File: src/rtl/id_pkg.sv
// Shared constants for the decode-stage register file and load-use scoreboard.
package id_pkg;

    localparam int XLEN_DEF     = 32;
    localparam int NUM_REGS_DEF = 32;
    localparam int LOAD_LAT_MAX = 7;

endpackage

File: src/rtl/regfile_2r1w.sv
// Architectural register storage: two combinational read ports, one write port,
// hardwired zero register and write-through bypass from the writeback port.
module regfile_2r1w
    import id_pkg::*;
#(
    parameter int XLEN     = XLEN_DEF,
    parameter int NUM_REGS = NUM_REGS_DEF,
    parameter int AW       = $clog2(NUM_REGS)
) (
    input  logic            clk,
    input  logic            rst_n,
    input  logic [AW-1:0]   rs1_addr,
    input  logic [AW-1:0]   rs2_addr,
    input  logic            wb_we,
    input  logic [AW-1:0]   wb_addr,
    input  logic [XLEN-1:0] wb_data,
    output logic [XLEN-1:0] rs1_data,
    output logic [XLEN-1:0] rs2_data
);

    logic [XLEN-1:0] regs [NUM_REGS];

    always_ff @(posedge clk or negedge rst_n) begin
        if (!rst_n) begin
            for (int i = 0; i < NUM_REGS; i++) begin
                regs[i] <= '0;
            end
        end else if (wb_we && wb_addr != '0) begin
            regs[wb_addr] <= wb_data;
        end
    end

    // Register 0 wins over the bypass so a write to x0 can never leak through.
    always_comb begin
        rs1_data = regs[rs1_addr];
        if (rs1_addr == '0) begin
            rs1_data = '0;
        end else if (wb_we && wb_addr == rs1_addr) begin
            rs1_data = wb_data;
        end
    end

    always_comb begin
        rs2_data = regs[rs2_addr];
        if (rs2_addr == '0) begin
            rs2_data = '0;
        end else if (wb_we && wb_addr == rs2_addr) begin
            rs2_data = wb_data;
        end
    end

endmodule

File: src/rtl/id_regfile_sb.sv
// Decode-stage register file with per-register load countdown scoreboard that
// produces the load-use stall and the issue handshake for IF/ID and ID/EX.
module id_regfile_sb
    import id_pkg::*;
#(
    parameter int XLEN     = XLEN_DEF,
    parameter int NUM_REGS = NUM_REGS_DEF,
    parameter int AW       = $clog2(NUM_REGS),
    parameter int LOAD_LAT = 1,
    parameter int CW       = $clog2(LOAD_LAT + 1)
) (
    input  logic                clk,
    input  logic                rst_n,
    input  logic                issue_valid,
    input  logic [AW-1:0]       rs1_addr,
    input  logic [AW-1:0]       rs2_addr,
    input  logic                rs1_used,
    input  logic                rs2_used,
    input  logic [AW-1:0]       rd_addr,
    input  logic                rd_we,
    input  logic                rd_is_load,
    input  logic                flush,
    input  logic                wb_we,
    input  logic [AW-1:0]       wb_addr,
    input  logic [XLEN-1:0]     wb_data,
    output logic [XLEN-1:0]     rs1_data,
    output logic [XLEN-1:0]     rs2_data,
    output logic                stall,
    output logic                issue_fire,
    output logic [NUM_REGS-1:0] busy_mask
);

    localparam logic [CW-1:0] LOAD_VAL = CW'(LOAD_LAT);

    logic [CW-1:0] cnt [NUM_REGS];
    logic          raw;
    logic          waw;
    logic          load_set;

    regfile_2r1w #(
        .XLEN     (XLEN),
        .NUM_REGS (NUM_REGS),
        .AW       (AW)
    ) u_regfile (
        .clk      (clk),
        .rst_n    (rst_n),
        .rs1_addr (rs1_addr),
        .rs2_addr (rs2_addr),
        .wb_we    (wb_we),
        .wb_addr  (wb_addr),
        .wb_data  (wb_data),
        .rs1_data (rs1_data),
        .rs2_data (rs2_data)
    );

    always_comb begin
        busy_mask = '0;
        for (int i = 0; i < NUM_REGS; i++) begin
            busy_mask[i] = (cnt[i] != '0);
        end
    end

    assign raw        = (rs1_used && busy_mask[rs1_addr]) || (rs2_used && busy_mask[rs2_addr]);
    assign waw        = rd_we && (rd_addr != '0) && busy_mask[rd_addr];
    assign stall      = issue_valid && !flush && (raw || waw);
    assign issue_fire = issue_valid && !flush && !stall;
    assign load_set   = issue_fire && rd_we && rd_is_load && (rd_addr != '0);

    // Counters ignore flush and wb_*: an issued load always completes its countdown.
    always_ff @(posedge clk or negedge rst_n) begin
        if (!rst_n) begin
            for (int i = 0; i < NUM_REGS; i++) begin
                cnt[i] <= '0;
            end
        end else begin
            cnt[0] <= '0;
            for (int i = 1; i < NUM_REGS; i++) begin
                if (load_set && rd_addr == AW'(i)) begin
                    cnt[i] <= LOAD_VAL;
                end else if (cnt[i] != '0) begin
                    cnt[i] <= cnt[i] - CW'(1);
                end
            end
        end
    end

endmodule

File: config.mk
export PLATFORM = sky130hd
export DESIGN_NAME = id_regfile_sb
export DESIGN_NICKNAME = d
export VERILOG_FILES = /design/src/rtl/id_pkg.sv /design/src/rtl/regfile_2r1w.sv /design/src/rtl/id_regfile_sb.sv
export SDC_FILE = /design/constraint.sdc
export NUM_CORES = 2
export LEC_CHECK = 0
export BUFFER_PORTS_ARGS = -buffer_cell sky130_fd_sc_hd__buf_2
export CORE_MARGIN = 2
export CORE_UTILIZATION = 48
export CTS_CLUSTER_SIZE = 25
export DETAILED_ROUTE_END_ITERATION = 8
export PLACE_DENSITY = 0.72
export SLEW_MARGIN = 20
export SYNTH_ARGS = -nofsm -noshare
export SYNTH_HDL_FRONTEND = slang
export SYNTH_SLANG_ARGS = --single-unit
File: constraint.sdc
create_clock -name clk -period 2.8 [get_ports clk]
set_input_delay 0.14 -clock clk [delete_from_list [all_inputs] [get_ports clk]]
set_output_delay 0.14 -clock clk [all_outputs]
set_load 0.05 [all_outputs]
; ---- After elaboration in Yosys (flattened, before gate mapping)
; Cells that the tools add are included.
[word_totals]
ff_bits = 1055
out_inout_bits = 98
input_bits = 61
word_cells = 271
[classes]
n_eq_ne = 33
muxes = 81
n_addsub = 31
n_reduce_logical = 53
bitwise_logic = 3
magnitude_cmp = 7
[op_table]
columns = operator, n
row1 = $bwmux W1024, 1
row2 = $bmux W32 S5, 2
row3 = $mux W32, 9
row4 = $demux W32 S5, 1
row5 = $eq A5 B5 Y1 const B, 16
row6 = $mux W1, 65
row7 = $logic_and A1 B1 Y1, 45
row8 = $eq A5 B4 Y1 const B, 8
row9 = $sub A1 B1 Y1 const B, 31
row10 = $eq A5 B3 Y1 const B, 4
row11 = $ge A6 B6 Y1 const B, 3
row12 = $lt A5 B6 Y1 const B, 3
row13 = $not A5 Y6, 3
row14 = $bmux W1 S5, 3
row15 = $eq A5 B2 Y1 const B, 2
row16 = $eq A5 B5 Y1, 2
row17 = $logic_not A5 Y1, 2
row18 = $reduce_bool A5 Y1, 2
row19 = $lt A6 B1 Y1 const B, 1
row20 = $eq A5 B1 Y1 const B, 1
row21 = $logic_not A1 Y1, 2
row22 = $logic_or A1 B1 Y1, 2

; ---- Longest topological paths before layout
[depth]
word_depth = 13
mapped_depth = 11
depth_no_buf = 7

; ---- Cells and area by module
; From an unflattened synthesis, not the netlist that was laid out.
[hier_totals]
cells_unflattened = 4034
hier_area_um2 = 57521.4
[modules_own_cells]
columns = module, n_inst, seq_area_each_um2, cells_per_inst, area_per_inst_um2
row1 = regfile_2r1w, 1, 25624.6, 3868, 55560.8
row2 = id_regfile_sb, 1, 775.7, 166, 1960.6

; ---- Worst setup path before layout
; OpenSTA, ideal clock, no wires.
[synth_path]
kind = reg2out
from = reg cnt (netlist bit busy_mask[15])
to = out issue_fire
stages_incl_launch_ff = 8
required_ns = 2.660
arrival_time_ns = 3.221
setup_slack_ns = -0.561
path_buffers = 1
path_cell_list = dfrtp_1 mux4_2 mux2_2 and3_1 o31ai_2 nand3_2 buf_2 nor3b_1
[synth_via]
elab_chain_len = 8
elab_cells_between_ends = 14
cone_classes = mux (6) / reduce/logical (8)
[synth_rtl]
columns = element, line
row1 = "start, declared", id_regfile_sb.sv:35  ; logic [CW-1:0] cnt [NUM_REGS];
row2 = "start signal, assigned by index", id_regfile_sb.sv:81  ; cnt[i] <= cnt[i] - CW'(1);
row3 = $bmux W1 S5, id_regfile_sb.sv:63  ; assign raw = (rs1_used && busy_mask[rs1_addr]) || (rs2_used && busy_mask[rs2_addr]);
row4 = $mux W1 (implied by the code), id_regfile_sb.sv:63
row5 = $logic_and A1 B1 Y1, id_regfile_sb.sv:63
row6 = $logic_or A1 B1 Y1, id_regfile_sb.sv:63
row7 = $logic_or A1 B1 Y1 *, id_regfile_sb.sv:65  ; assign stall = issue_valid && !flush && (raw || waw);
row8 = $logic_and A1 B1 Y1 *, id_regfile_sb.sv:65
row9 = $logic_not A1 Y1 *, id_regfile_sb.sv:66  ; assign issue_fire = issue_valid && !flush && !stall;
row10 = $logic_and A1 B1 Y1 *, id_regfile_sb.sv:66
row11 = "end, declared", id_regfile_sb.sv:29  ; output logic issue_fire,
; Every way passes the cells marked *; elsewhere a longest branch is shown, timed or not. The select of a mux whose other input is x is not followed.

; ---- Final worst setup path
[layout_path]
from = reg cnt (netlist bit busy_mask[25])
to = out issue_fire
; The elaborated chain is that of the path after synthesis.

==> qor.yml <==
logic_synthesis:
  synth_compound_area_share_pct: 2.163
  ys_ff_latch: 1055
  netlist_area_um2: 56170
  synth_top_family_by_area: "multiplexers"
  yosys.cell_types.count: 48
  yosysSeqAreaShare_pct: 47.00
  yosysWarningCount: 0
  synth_top_cell_area_share_pct: 47.00
  synth-edff-count: 0
  avgSynthCellArea_um2: 15.66
  postSynthNetCount: 3648
  synthMuxAreaShare_pct: 44.97
  synthFlopType: "dfrtp_1"
  yosysTopAreaCell: "dfrtp_1"
  async_flop_share_pct: 100.0
  synthAdderAreaFrac_pct: 0
  synth_xor_area_share_pct: 0.1559
  yosys.area_share.simple_pct: 2.541
  syn_inst: 3587
  synthTopCellsByArea: "dfrtp_1 47%, mux4_2 24%, mux2_2 20%, clkbuf_1 1.8%, o22ai_1 0.86%"
outcome:
  violations: "negative setup slack"
  status: "finished, violations left"
pwr:
  design_power_total_mw: 46.42
  power.density_nw_per_um2: 712.1
  vdd_drop_max_v: 0.0005761
  p_leak_nw: 28.12
route:
  viasPerCell: 6.707
  drt_pre_antenna_iters: 7
  via_count: 35820
  post_drt_wl_per_cell_um: 31.28
  drc_errors: 0
  drt_iter0_markers: 3541
  antenna_left: 0
  wirelength_mm: 167.0
sta:
  worst_slew_pin_slew_ns: 1.160
  final_hold_viol_count: 0
  setup_tns_ns: -1.843
  setup_viol_count_final: 24
  finalCritPeriodShare_pct: 107.2
  relSlewSlack_pct: 22.53
  skew_ns: 0.009190
  clock.fmax_mhz: 333.2
  worst_slack_ns: -0.2013
  period_minus_slack_ns: 3.001
  slew_violations: 0
  rsz0062_at_grt: "yes"
die:
  core-area_um2: 116200
  io-pin-count: 159
  die_h_um: 346.1
  rows: 125
  die_area_um2: 119800
  initial_utilization_pct: 48.34
  fp.dieW_um: 346.1
global_route:
  grt_use_met3_pct: 7.337
  met2_usage_pct: 43.61
  track_usage_pct: 28.09
  grt_pass1_vias: 37270
  grt-ovfl-total: 0
  busiest_layer: "met2"
  grt_first_pass_wirelength_mm: 249.6
  antenna_found_initial: 11
  grt_max_degree: 102
  grtUsageMet1_pct: 38.23
place:
  hpwl_mm: 101.8
  place_area_um2: 60010
  portBuffers: 157
  place.gp.congestion: 0.8268
cells_and_area:
  final_nets: 3778
  drive_gt1_share_pct: 61.66
  layout_commonest_cell: "dfrtp_1"
  fillCellCount: 8923
  mostFrequentLayoutCells: "1,055 x dfrtp_1, 999 x mux2_2, 611 x mux4_2, 219 x buf_4, 113 x clkbuf_16"
  area_delta_synth_final_pct: 16.05
  finalInstanceArea_um2: 65190
worst_setup_path:
  crit_path_end_kind: "output port"
  required_ns: 2.66
  slowest_delay_ns: 0.47
  crit_path_max_fanout: 4
  startpoint_type: "register"
  slowest_stage: "mux4_2"
  path_cells: "mux4_2 -> mux2_2 -> a31oi_4 -> a221o_1 -> nand3_4 -> nor3b_2 -> buf_6"
  cp.arrival_ns: 2.86
  criticalPathCategory: "register to output port"
clocking:
  worstSkewPairLatency_ns: 0.72
  cts_tree: "built"
  cts_buffers: 113
  ctsRootBufferMaster: "clkbuf_16"
  clock_path_buffers: 3
  clkSlewWorstSetupHoldPaths_ns: 0.06
  htreeDepth: 3
  cts_sinks: 1055
run:
  drv_cap: 0
min_path:
  min-delay-path-class: "input pin to register"
-- report_power, final --
group,switching (mW),internal (mW)
Clock,6.50,9.43
Sequential,2.03,18.1
Combinational,4.20,6.20
Total,12.7,33.7
-- logic make-up (layout without fill, tap and decap cells) --
family	count (synthesis)	in the layout
compound gates	171	171
xor+xnor	10	10
buf+inv	430	654
flops	1055	1055
mux	1635	1635
other cells	1	6
simple gates	285	285
-- per-stage QoR --
stage / std cells / setup WS [ns] / hold slack [ns] / utilization [%]
finish: 5340 / -0.2013 / 0.04458 / 56.10
global route: 5338 / -0.2847 / 0.05054 / 56.09
CTS: 5314 / -0.2174 / 0.005880 / 55.82
detailed placement: 5038 / 0.01546 / 0.05890 / 51.64
global placement: 5038 / 0.04756 / 0.05996 / 51.64
floorplan: 3587 / -0.06829 / -0.1556 / -
-- layer usage --
| layer | part of all wire [%] | wire length (µm) | vias to the layer above |
|---|---|---|---|
| li1 | - | - | 14280 |
| met1 | 40 | 67230 | 19550 |
| met2 | 47 | 78580 | 1617 |
| met3 | 8.7 | 14480 | 355 |
| met4 | 4.0 | 6658 | 12 |
| met5 | 0.048 | 80 | - |
-- repair_timing --
action,CTS,global route
endpoints found under the setup margin,36,46
hold endpoints to repair,544,0
hold buffers,7,0
setup buffers,61,21
gates resized for setup,83,41
pin swaps,10,13
-- sequential cells by signal, summed over array words and instances (netlist names) --
register,flops
u_regfile.regs,1024
busy_mask,31
-- cell usage after synthesis (13+ instances only) --
library cell  instances
dfrtp_1            1055
mux2i_1              24
nor4_1               29
nand2_1              89
mux4_2              611
a221o_1              21
nor3_1               14
and3_1               20
mux2_2             1000
nor2b_1              21
buf_2                67
nor2_1               66
o211ai_1             32
a21oi_1              13
buf_1                71
clkbuf_1            273
a211oi_1             16
o22ai_1              77
-- area by class of cell --
cell class	instances	area (µm²)	share of cell area (%)
inverters	4	15.01	0.02303
well taps	1524	1907	2.925
clock buffers	160	3304	5.069
repair buffers	441	4258	6.531
flip-flops and latches	1055	26400	40.50
diodes	5	12.51	0.01919
clock inverters	49	680.7	1.044
multi-input cells	2102	28610	43.89
-- critical path: cells and delay by family, from the launching register on --
family / cells / cell delay, ns
AO/OA/AOI/OAI: 2 / 0.45
buffers and inverters: 1 / 0.18
flip-flops: 1 / 0.42
multiplexers: 2 / 0.77
AND/OR/NAND/NOR: 2 / 0.31
-- final timing paths --
check                                       end            startpoint  slack, ns  cells after the start
max                                  issue_fire         busy_mask[25]      -0.20                      7
min                               busy_mask[27]            rd_addr[0]       0.04                      3
max reg2reg                       busy_mask[20]         busy_mask[25]       0.25                      8
min reg2reg                u_regfile.regs[1004]  u_regfile.regs[1004]       0.39                      0
max in group asynchronous   u_regfile.regs[439]                 rst_n       1.88                      4
min in group asynchronous   u_regfile.regs[849]                 rst_n       0.10                      3
Note: power is estimated with default switching activity, not from simulation.
